[src/rtl/muldiv_pkg.sv]
// Shared encodings for the EX-stage multiply/divide unit: op codes, FSM states, default width.
package muldiv_pkg;

  localparam int WIDTH_DEFAULT = 32;

  localparam logic [1:0] OP_MULT  = 2'b00;
  localparam logic [1:0] OP_MULTU = 2'b01;
  localparam logic [1:0] OP_DIV   = 2'b10;
  localparam logic [1:0] OP_DIVU  = 2'b11;

  typedef enum logic [1:0] {
    IDLE = 2'd0,
    RUN  = 2'd1,
    DONE = 2'd2
  } state_t;

  function automatic logic op_is_signed(input logic [1:0] op);
    return (op == OP_MULT) || (op == OP_DIV);
  endfunction

  function automatic logic op_is_mul(input logic [1:0] op);
    return ~op[1];
  endfunction

endpackage

[src/rtl/ex_div_core.sv]
// Restoring divider datapath on unsigned magnitudes: one quotient bit per enabled step.
// The *_next outputs show the result of the step taken on the coming edge.
module ex_div_core #(
  parameter int WIDTH = 32
) (
  input  logic             clk_i,
  input  logic             rst_i,
  input  logic             i_load,
  input  logic             i_step,
  input  logic [WIDTH-1:0] i_dividend,
  input  logic [WIDTH-1:0] i_divisor,
  output logic [WIDTH-1:0] o_quo_next,
  output logic [WIDTH-1:0] o_rem_next
);

  logic [WIDTH-1:0] r_rem;
  logic [WIDTH-1:0] r_quo;
  logic [WIDTH:0]   w_shift;
  logic [WIDTH:0]   w_diff;
  logic             w_qbit;

  // A zero divisor never restores, so the remainder ends up holding the dividend.
  always_comb begin
    w_shift    = {r_rem, r_quo[WIDTH-1]};
    w_diff     = w_shift - {1'b0, i_divisor};
    w_qbit     = ~w_diff[WIDTH];
    o_rem_next = w_qbit ? w_diff[WIDTH-1:0] : w_shift[WIDTH-1:0];
    o_quo_next = {r_quo[WIDTH-2:0], w_qbit};
  end

  always_ff @(posedge clk_i or posedge rst_i) begin
    if (rst_i) begin
      r_rem <= '0;
      r_quo <= '0;
    end else if (i_load) begin
      r_rem <= '0;
      r_quo <= i_dividend;
    end else if (i_step) begin
      r_rem <= o_rem_next;
      r_quo <= o_quo_next;
    end
  end

endmodule

[src/rtl/ex_muldiv_unit.sv]
// Iterative MULT/MULTU/DIV/DIVU unit writing HI/LO, with a stall request to the hazard unit.
// Define MULDIV_FAST_MULT_EN to compute multiplies in a single RUN cycle.
module ex_muldiv_unit
  import muldiv_pkg::*;
#(
  parameter int WIDTH = WIDTH_DEFAULT
) (
  input  logic             clk_i,
  input  logic             rst_i,
  input  logic             start_i,
  input  logic [1:0]       op_i,
  input  logic [WIDTH-1:0] rsdata_i,
  input  logic [WIDTH-1:0] rtdata_i,
  input  logic             hilo_rd_i,
  input  logic             flush_i,
  output logic             busy_o,
  output logic             stall_o,
  output logic             done_o,
  output logic             divzero_o,
  output logic [WIDTH-1:0] hi_o,
  output logic [WIDTH-1:0] lo_o,
  output state_t           dbg_state_o
);

  // Handshake: an op is taken on an edge where state is IDLE, start_i is high and
  // flush_i is low; whenever busy, stall_o holds start_i/hilo_rd_i upstream in ID.
  localparam int            CW       = $clog2(WIDTH);
  localparam logic [CW-1:0] CNT_LAST = CW'(WIDTH - 1);

  state_t            r_state;
  state_t            w_next;
  logic [CW-1:0]     r_cnt;
  logic              r_is_mul;
  logic              r_neg_lo;
  logic              r_neg_hi;
  logic              r_divzero;
  logic [WIDTH-1:0]  r_a;
  logic [WIDTH-1:0]  r_b;
  logic [WIDTH-1:0]  r_hi;
  logic [WIDTH-1:0]  r_lo;

  logic              w_accept;
  logic              w_last;
  logic              w_commit;
  logic              w_busy;
  logic              w_done;
  logic              w_sgn;
  logic              w_rs_neg;
  logic              w_rt_neg;
  logic [WIDTH-1:0]  w_rs_mag;
  logic [WIDTH-1:0]  w_rt_mag;
  logic [WIDTH-1:0]  w_quo_next;
  logic [WIDTH-1:0]  w_rem_next;
  logic [2*WIDTH-1:0] w_mul_mag;
  logic [2*WIDTH-1:0] w_prod;

  assign w_sgn    = op_is_signed(op_i);
  assign w_rs_neg = w_sgn & rsdata_i[WIDTH-1];
  assign w_rt_neg = w_sgn & rtdata_i[WIDTH-1];
  assign w_rs_mag = w_rs_neg ? -rsdata_i : rsdata_i;
  assign w_rt_mag = w_rt_neg ? -rtdata_i : rtdata_i;
  assign w_accept = (r_state == IDLE) & start_i & ~flush_i;

`ifdef MULDIV_FAST_MULT_EN
  assign w_mul_mag = {{WIDTH{1'b0}}, r_a} * {{WIDTH{1'b0}}, r_b};
  assign w_last    = r_is_mul | (r_cnt == CNT_LAST);
`else
  logic [2*WIDTH-1:0] r_prod;
  logic [WIDTH:0]     w_sum;

  // Shift-add: the multiplier sits in the low half and is consumed LSB first.
  assign w_sum     = {1'b0, r_prod[2*WIDTH-1:WIDTH]} + (r_prod[0] ? {1'b0, r_a} : '0);
  assign w_mul_mag = {w_sum, r_prod[WIDTH-1:1]};
  assign w_last    = (r_cnt == CNT_LAST);

  always_ff @(posedge clk_i or posedge rst_i) begin
    if (rst_i) begin
      r_prod <= '0;
    end else if (w_accept) begin
      r_prod <= {{WIDTH{1'b0}}, w_rt_mag};
    end else if (r_state == RUN) begin
      r_prod <= w_mul_mag;
    end
  end
`endif

  ex_div_core #(.WIDTH(WIDTH)) u_div (
    .clk_i      (clk_i),
    .rst_i      (rst_i),
    .i_load     (w_accept),
    .i_step     ((r_state == RUN) & ~r_is_mul),
    .i_dividend (w_rs_mag),
    .i_divisor  (r_b),
    .o_quo_next (w_quo_next),
    .o_rem_next (w_rem_next)
  );

  assign w_prod   = r_neg_lo ? -w_mul_mag : w_mul_mag;
  assign w_commit = (r_state == RUN) & ~flush_i & w_last;

  always_ff @(posedge clk_i or posedge rst_i) begin
    if (rst_i) begin
      r_state <= IDLE;
    end else begin
      r_state <= w_next;
    end
  end

  always_comb begin
    w_next = r_state;
    case (r_state)
      IDLE:    if (w_accept) w_next = RUN;
      RUN: begin
        if (flush_i)     w_next = IDLE;
        else if (w_last) w_next = DONE;
      end
      DONE:    w_next = IDLE;
      default: w_next = IDLE;
    endcase
  end

  always_comb begin
    w_busy = (r_state == RUN) | (r_state == DONE);
    w_done = (r_state == DONE);
  end

  always_ff @(posedge clk_i or posedge rst_i) begin
    if (rst_i) begin
      r_cnt     <= '0;
      r_a       <= '0;
      r_b       <= '0;
      r_is_mul  <= 1'b0;
      r_neg_lo  <= 1'b0;
      r_neg_hi  <= 1'b0;
      r_divzero <= 1'b0;
    end else if (w_accept) begin
      r_cnt     <= '0;
      r_a       <= w_rs_mag;
      r_b       <= w_rt_mag;
      r_is_mul  <= op_is_mul(op_i);
      r_neg_lo  <= w_rs_neg ^ w_rt_neg;
      r_neg_hi  <= w_rs_neg;
      r_divzero <= op_i[1] & (rtdata_i == '0);
    end else if (r_state == RUN) begin
      r_cnt <= r_cnt + CW'(1);
    end
  end

  // Divide-by-zero needs no special HI path: the sign-fixed remainder equals rsdata.
  always_ff @(posedge clk_i or posedge rst_i) begin
    if (rst_i) begin
      r_hi <= '0;
      r_lo <= '0;
    end else if (w_commit) begin
      if (r_is_mul) begin
        {r_hi, r_lo} <= w_prod;
      end else begin
        r_hi <= r_neg_hi ? -w_rem_next : w_rem_next;
        r_lo <= r_divzero ? '1 : (r_neg_lo ? -w_quo_next : w_quo_next);
      end
    end
  end

  assign busy_o      = w_busy;
  assign done_o      = w_done;
  assign divzero_o   = w_done & r_divzero;
  assign stall_o     = w_busy & (start_i | hilo_rd_i);
  assign hi_o        = r_hi;
  assign lo_o        = r_lo;
  assign dbg_state_o = r_state;

endmodule

[config.mk]
export PLATFORM = sky130hd
export DESIGN_NAME = ex_muldiv_unit
export DESIGN_NICKNAME = d
export VERILOG_FILES = /design/src/rtl/muldiv_pkg.sv /design/src/rtl/ex_div_core.sv /design/src/rtl/ex_muldiv_unit.sv
export SDC_FILE = /design/constraint.sdc
export NUM_CORES = 1
export LEC_CHECK = 0
export CAP_MARGIN = 20
export CORE_UTILIZATION = 56
export DETAILED_ROUTE_END_ITERATION = 7
export PLACE_DENSITY = 0.87
export SLEW_MARGIN = 20
export SYNTH_ARGS = -nofsm -noshare
export SYNTH_HDL_FRONTEND = slang
export SYNTH_SLANG_ARGS = --single-unit
[constraint.sdc]
create_clock -name clk_i -period 9.55 [get_ports clk_i]
set_input_delay 1.4325 -clock clk_i [delete_from_list [all_inputs] [get_ports clk_i]]
set_output_delay 1.4325 -clock clk_i [all_outputs]
set_load 0.1 [all_outputs]
==> results of run 1 <==
-- logic make-up after synthesis --
kind of cell	Yosys count	synth area share
buffers and inverters	228	0.0433
adders and majority gates	76	0.0478
muxes	72	0.0360
DFF	267	0.331
and+or+nand+nor	858	0.203
xor gates and xnor gates	213	0.0927
AOI/OAI and AO/OA	765	0.246
-- power by group through the flow --
stage          logic [W]  clock network, W  registers (W)
2_1_floorplan    0.00424                 0        0.00192
3_3_place_gp     0.00548                 0        0.00204
3_5_place_dp     0.00561                 0        0.00206
4_1_cts          0.00566           0.00131        0.00205
5_1_grt          0.00628           0.00136        0.00211
6_report         0.00580           0.00131        0.00208
-- cell usage after synthesis, types with 5 or more instances --
library cell	n	area share
nand3b_1	6	0.0022
a22oi_1	5	0.0019
xor2_1	114	0.049
ha_1	74	0.046
and2_1	62	0.019
a21boi_0	9	0.0033
buf_1	12	0.0022
nand2_1	271	0.050
mux2i_1	66	0.033
o21a_1	17	0.0063
clkbuf_1	132	0.025
a21oi_1	234	0.058
o41ai_1	20	0.0087
dfrtp_1	267	0.33
nand3_1	28	0.0069
a2111oi_0	5	0.0022
and4_1	5	0.0022
o211a_1	6	0.0030
o2111ai_1	5	0.0022
a221oi_1	31	0.013
a211oi_1	74	0.027
mux2_2	5	0.0028
nand2b_1	17	0.0053
a31oi_1	21	0.0065
nor3_1	44	0.011
inv_1	78	0.014
nor2b_1	26	0.0080
or3_1	22	0.0068
or2_2	16	0.0050
nand4_1	15	0.0046
o21ai_0	150	0.037
a21o_1	53	0.020
and3_1	33	0.010
o31ai_1	53	0.020
nor2_1	247	0.046
nor4_1	24	0.0074
or4_1	18	0.0067
o211ai_1	20	0.0074
o21ai_1	5	0.0012
xnor2_1	98	0.042
-- metrics by stage --
stage	utilization	instances	hold slack (ps)	total power [W]	instance area, um^2
2_1_floorplan	-	2479	438	0.00616	20200
4_1_cts	0.644	3003	471	0.00902	22900
5_1_grt	0.644	3003	495	0.00975	22900
3_3_place_gp	0.613	2945	453	0.00752	21800
6_report	0.644	3003	466	0.00919	22900
3_5_place_dp	0.613	2945	463	0.00767	21800
-- final cells by class --
type / instances / area (um^2)
timing repair buffer: 154 / 1530
multi-input combinational: 1984 / 12700
clock inverter: 13 / 200
fill: 2981 / 12700
sequential: 267 / 6680
tap: 461 / 577
clock buffer: 45 / 918
inverter: 79 / 304
-- layer usage --
layer	share of wire	routed length, um	vias to the layer above	track usage
li1	-	-	9007	-
met1	0.42	26700	9417	0.473
met2	0.46	29500	993	0.554
met3	0.082	5260	203	0.0406
met4	0.043	2740	0	0.141
met5	0	0	-	0
-- worst paths after layout --
kind / endpoint / cells after the start
setup / recovery: hi_o[28]$_DFFE_PP0P_ / 23
hold / removal: lo_o[11]$_DFFE_PP0P_ / 2
setup reg to reg: hi_o[28]$_DFFE_PP0P_ / 23
hold reg to reg: lo_o[11]$_DFFE_PP0P_ / 2
max in group asynchronous: r_is_mul$_DFFE_PP0P_ / 3
min in group asynchronous: r_prod[50]$_DFFE_PP0P_ / 2
-- state kept, by name, summed over array words and instances, names as in the netlist --
signal / cells
r_prod: 64
hi_o: 32
lo_o: 32
r_a: 32
r_b: 32
u_div.r_quo: 32
u_div.r_rem: 32
r_cnt: 5
dbg_state_o: 2
r_divzero: 1
r_is_mul: 1
r_neg_hi: 1
r_neg_lo: 1
-- worst max-delay path, delay by kind of cell (launching register included) --
| kind | cells | cell delay (ps) |
|---|---|---|
| AOI/OAI and AO/OA | 11 | 3190 |
| buffers and inverters | 6 | 1210 |
| adders and majority gates | 3 | 910 |
| and+or+nand+nor | 3 | 790 |
| DFF | 1 | 390 |
==> run metrics, run 1 <==
CTS Buffer Depth 3; Most Frequent Cell on Critical Path inv_1; Clock transition at path regs roughly 60 ps; Critical Path AT 7090 ps; Sequential Power Share 0.226; # hold bufs at CTS 0; WS Path Type reg2reg; fmax roughly 150 MHz; fin crit share 0.692; post-CTS setup buffer count 0; max cap viols 0; initial antenna violation count 0; GRT Util Overall 0.345; Reg2Reg Launch Point u_div.r_quo[31]$_DFFE_PP0P_; cell-internal power 0.00442 W; Synth Register Bits 267; Mapped Nets 2626; Final WS setup 2940 ps; io pins 141; Synth Area per Inst just over 8 um^2; largest net degree at the start of global routing 250; ys async rst share 1.00; fin nets about 2700; pwr dens 401 mW/mm^2; Hold Crit Class reg2reg; Slew @ Worst Pin 1120 ps; wire per inst 21.4 um; Logic pwr share 0.631; First-pass DRT Iterations 8; Critical Path Sink Type register; final WL ~64000 um; switch share 0.518; clock sink total 267; most common cell after layout, fill and taps aside nand2_1; cell chain of the critical path inv_1, ha_1, inv_1, fa_1, a211oi_1, o21ai_0, a31oi_1, o21ai_0, a311o_1, o211a_2, buf_4, inv_1, buf_4, o21ai_0, inv_1, ha_1, nand3_1, or2_2, nor3_1, o221ai_1, o311ai_0, o41ai_1, a211oi_1; CP max-delay cell buf_4; DR vias between 15000 and 20000; Critical Path Max Stage Delay 480 ps; P_leak 9.73 nW; chip height 192 um; first-pass GRT wire length 100000 um; sw power 0.00476 W; DPL Wire Length about 47000 um; Row Count between 60 and 70; Die ar. 0.0368 mm^2; CTS buffer count 31; Mapped Area slightly above 0.02 mm^2; dpl ws 3280 ps; Final Hold Vio Count 0; GRT overflow 0; TritonCTS clock tree done; TNS Setup 0 ps; post-DR vias/cell about 6.5; synth warn 0; Cell variety after synth 88; Detailed Route Iter0 Violations 2339; R2R Setup Slk 2940 ps; clock share of power 0.143; Detail Route Antenna Nets 0; number of global-route vias before repair 18400; Post-synth top flop dfrtp_1; Die Span X 192 um; crit path from u_div.r_quo[31]$_DFFE_PP0P_; Mapped Cells 2479; IO Port Bufs 140; layout cells sized above 1 0.0476; Layout Skew 19.1 ps; n_diodes 0; Skew-Pair Late Insertion Delay just under 600 ps; Initial Util 0.568; CTS H-Tree Depth 1; Area Growth Syn to Fin 13.4%; fin. max-slew vios 0; most frequent cells in the layout nand2_1 (269), dfrtp_1 (265), nor2_1 (245), a21oi_1 (234), o21ai_0 (150); area of the core 0.0356 mm^2; status finished clean; post_cts resized 0; GPL Wtd Cong 0.971; hold path startpoint lo_o[11]$_DFFE_PP0P_; largest fanout on the critical path 50; DRC 0; EDFF count, synth 0; Slew headroom 0.244; Worst VDD drop 0.000309 V; register area share after synthesis 0.331; RSZ-0062 raised after global routing false; CP Data Required Time 10030 ps; crit path launch type register; fin crit period 6610 ps; setup violators final 0; CTS Root Cell clkbuf_16
No activity file was read; power rests on OpenSTA's default activity.
==> run 2, diff against run 1 <==
--- a/config.mk
+++ b/config.mk
@@ -6,9 +6,9 @@
 export NUM_CORES = 1
 export LEC_CHECK = 0
 export CAP_MARGIN = 20
-export CORE_UTILIZATION = 56
+export CORE_UTILIZATION = 55
 export DETAILED_ROUTE_END_ITERATION = 7
-export PLACE_DENSITY = 0.87
+export PLACE_DENSITY = 0.89
 export SLEW_MARGIN = 20
 export SYNTH_ARGS = -nofsm -noshare
 export SYNTH_HDL_FRONTEND = slang
==> constraint.sdc (replaced) <==
create_clock -name clk_i -period 5.7 [get_ports clk_i]
set_input_delay 0.855 -clock clk_i [delete_from_list [all_inputs] [get_ports clk_i]]
set_output_delay 0.855 -clock clk_i [all_outputs]
set_load 0.1 [all_outputs]
==> run 2 against run 1 <==
  * Sequential power rose by 69%
  * Largest power group unchanged
  * Register-to-register slack worse by 2600 ps
  * Count of clock-buffer cells in the layout down 8
  * Power increased by 67%
  * Critical endpoint unchanged
  * Cell area hardly changed
  * Clock power up 50%
  * Non-clock buffer count rose by 13
  * Cell count rose by 0.30%
  * Global-route usage is 0.80 points lower
==> run metrics, run 2 (synthesis results as in run 1) <==
First-pass DRT Iterations 8; area of the core 0.0358 mm^2; Most Frequent Cell on Critical Path inv_1; Layout Skew 20.7 ps; Skew-Pair Late Insertion Delay ~570 ps; Detailed Route Iter0 Violations 2138; CTS buffer count 29; RSZ-0062 raised after global routing false; worst reg2reg endpoint hi_o[28]$_DFFE_PP0P_; fmax 187 MHz; most frequent cells in the layout nand2_1 (269), dfrtp_1 (264), nor2_1 (245), a21oi_1 (234), o21ai_0 (149); Slew headroom 0.252; Hold Crit Class reg2reg; Die ar. 0.0375 mm^2; number of global-route vias before repair 18700; Critical Path AT 5820 ps; DPL Wire Length roughly 48000 um; Reg2Reg Launch Point u_div.r_quo[31]$_DFFE_PP0P_; Reg2Reg Depth 22; Buf+Inv Stages, Crit Path 5; CTS H-Tree Depth 1; fin nets 2675; pwr dens around 670 mW/mm^2; clock sink total 267; status finished clean; crit path launch type register; Critical Path Sink Type register; Final Hold Vio Count 0; delay-heaviest family, CP compound AO/OA/AOI/OAI gates; R2R Setup Slk 350 ps; Tot Pwr between 0.015 and 0.02 W; CP Data Required Time 6170 ps; max cap viols 0; IO Port Bufs 140; WS Path Type reg2reg; post-DR vias/cell about 6.6; Detail Route Antenna Nets 0; P_leak 9.74 nW; register area 0.00669 mm^2; placed cell count 2957; largest net degree at the start of global routing approximately 190; fin cells ~3000; Initial Util 0.564; DRC 0; CTS Root Cell clkbuf_16; TNS Setup 0 ps; Slew @ Worst Pin 1110 ps; worst hold path depth 2; Die Span X ~190 um; CTS Buffer Depth 3; DR vias 19900; most common cell after layout, fill and taps aside nand2_1; largest fanout on the critical path 7; Row Count 69; max FFs per register 64; Worst VDD drop 0.000423 V; Area Growth Syn to Fin 13.3%; area of the multi-input gates 0.0127 mm^2; layout cells sized above 1 0.0525; fin crit share 0.938; hold path startpoint r_a[24]$_DFFE_PP0P_; fin crit period ~5300 ps; Critical Path Max Stage Delay 440 ps; Most flops, register r_prod; wire per inst 21.6 um; Clock transition at path regs ~60 ps; fin. max-slew vios 0; GRT overflow 0; setup violators final 0; GPL Wtd Cong 0.987; final WL 65100 um; TritonCTS clock tree done; io pins 141; cell chain of the critical path inv_1, ha_1, inv_1, fa_1, a211oi_1, o21ai_1, a31oi_1, o21ai_0, a31oi_1, o211a_2, inv_1, nand2_1, o21ai_0, inv_1, ha_1, buf_4, nand3_1, nor4_1, o221ai_1, o311ai_0, o41ai_1, a211oi_1; hold endpoint r_a[24]$_DFFE_PP0P_; fill count 2936; initial antenna violation count 1; first-pass GRT wire length 102000 um; chip height between 150 and 200 um; CP max-delay cell nor4_1; GRT Util Overall 0.337; crit path from u_div.r_quo[31]$_DFFE_PP0P_
[run 2: where the power goes]
part           switching, W  leakage, nW  internal [W]
Sequential         0.000940         3.29       0.00258
Clock              0.000839        0.486       0.00112
Combinational       0.00629         5.97       0.00355
[run 2: layer usage]
metal | vias to the layer above | track usage | part of all wire | wire length (um)
li1 | 9034 | - | - | -
met1 | 9495 | 0.458 | 0.42 | 27000
met2 | 1127 | 0.541 | 0.45 | 29500
met3 | 223 | 0.0524 | 0.089 | 5780
met4 | 2 | 0.134 | 0.042 | 2750
met5 | - | 0 | 0.00018 | 12
[run 2: per-stage QoR]
stage	utilization	hold slack (ps)	setup slack (ps)	area, um^2
2_1_floorplan	-	438	114	20200
3_3_place_gp	0.611	451	495	21900
3_5_place_dp	0.611	464	356	21900
4_1_cts	0.638	478	331	22800
5_1_grt	0.639	503	120	22900
6_report	0.639	476	353	22900
[run 2: what timing repair did]
| action | CTS | global route |
|---|---|---|
| resized for setup | 0 | 5 |
| hold buffers | 0 | 0 |
| setup endpoints to repair | 0 | 6 |
| hold endpoints to repair | 0 | 0 |
| setup buffers | 0 | 0 |
[run 2: worst max path at each step]
stage / endpoint / slack [ps] / cells past startpoint
5_1_grt: hi_o[28]$_DFFE_PP0P_ / 120 / 22
3_3_place_gp: hi_o[20]$_DFFE_PP0P_ / 490 / 14
3_5_place_dp: hi_o[28]$_DFFE_PP0P_ / 360 / 22
2_1_floorplan: hi_o[28]$_DFFE_PP0P_ / 110 / 22
6_report: hi_o[28]$_DFFE_PP0P_ / 350 / 22
4_1_cts: hi_o[28]$_DFFE_PP0P_ / 330 / 22
[run 2: cell type report]
cell class,instances,share of cell area
flip-flops and latches,267,0.292
diodes,1,0.000109
inverters,79,0.0131
well taps,461,0.0252
repair buffers,167,0.0722
clock inverters,16,0.00743
clock buffers,37,0.0348
multi-input cells,1984,0.555
[run 2: worst min-delay path, delay by kind of cell, from the launching register on]
kind	cells	cell delay (ps)
DFF	1	340
and+or+nand+nor	2	100
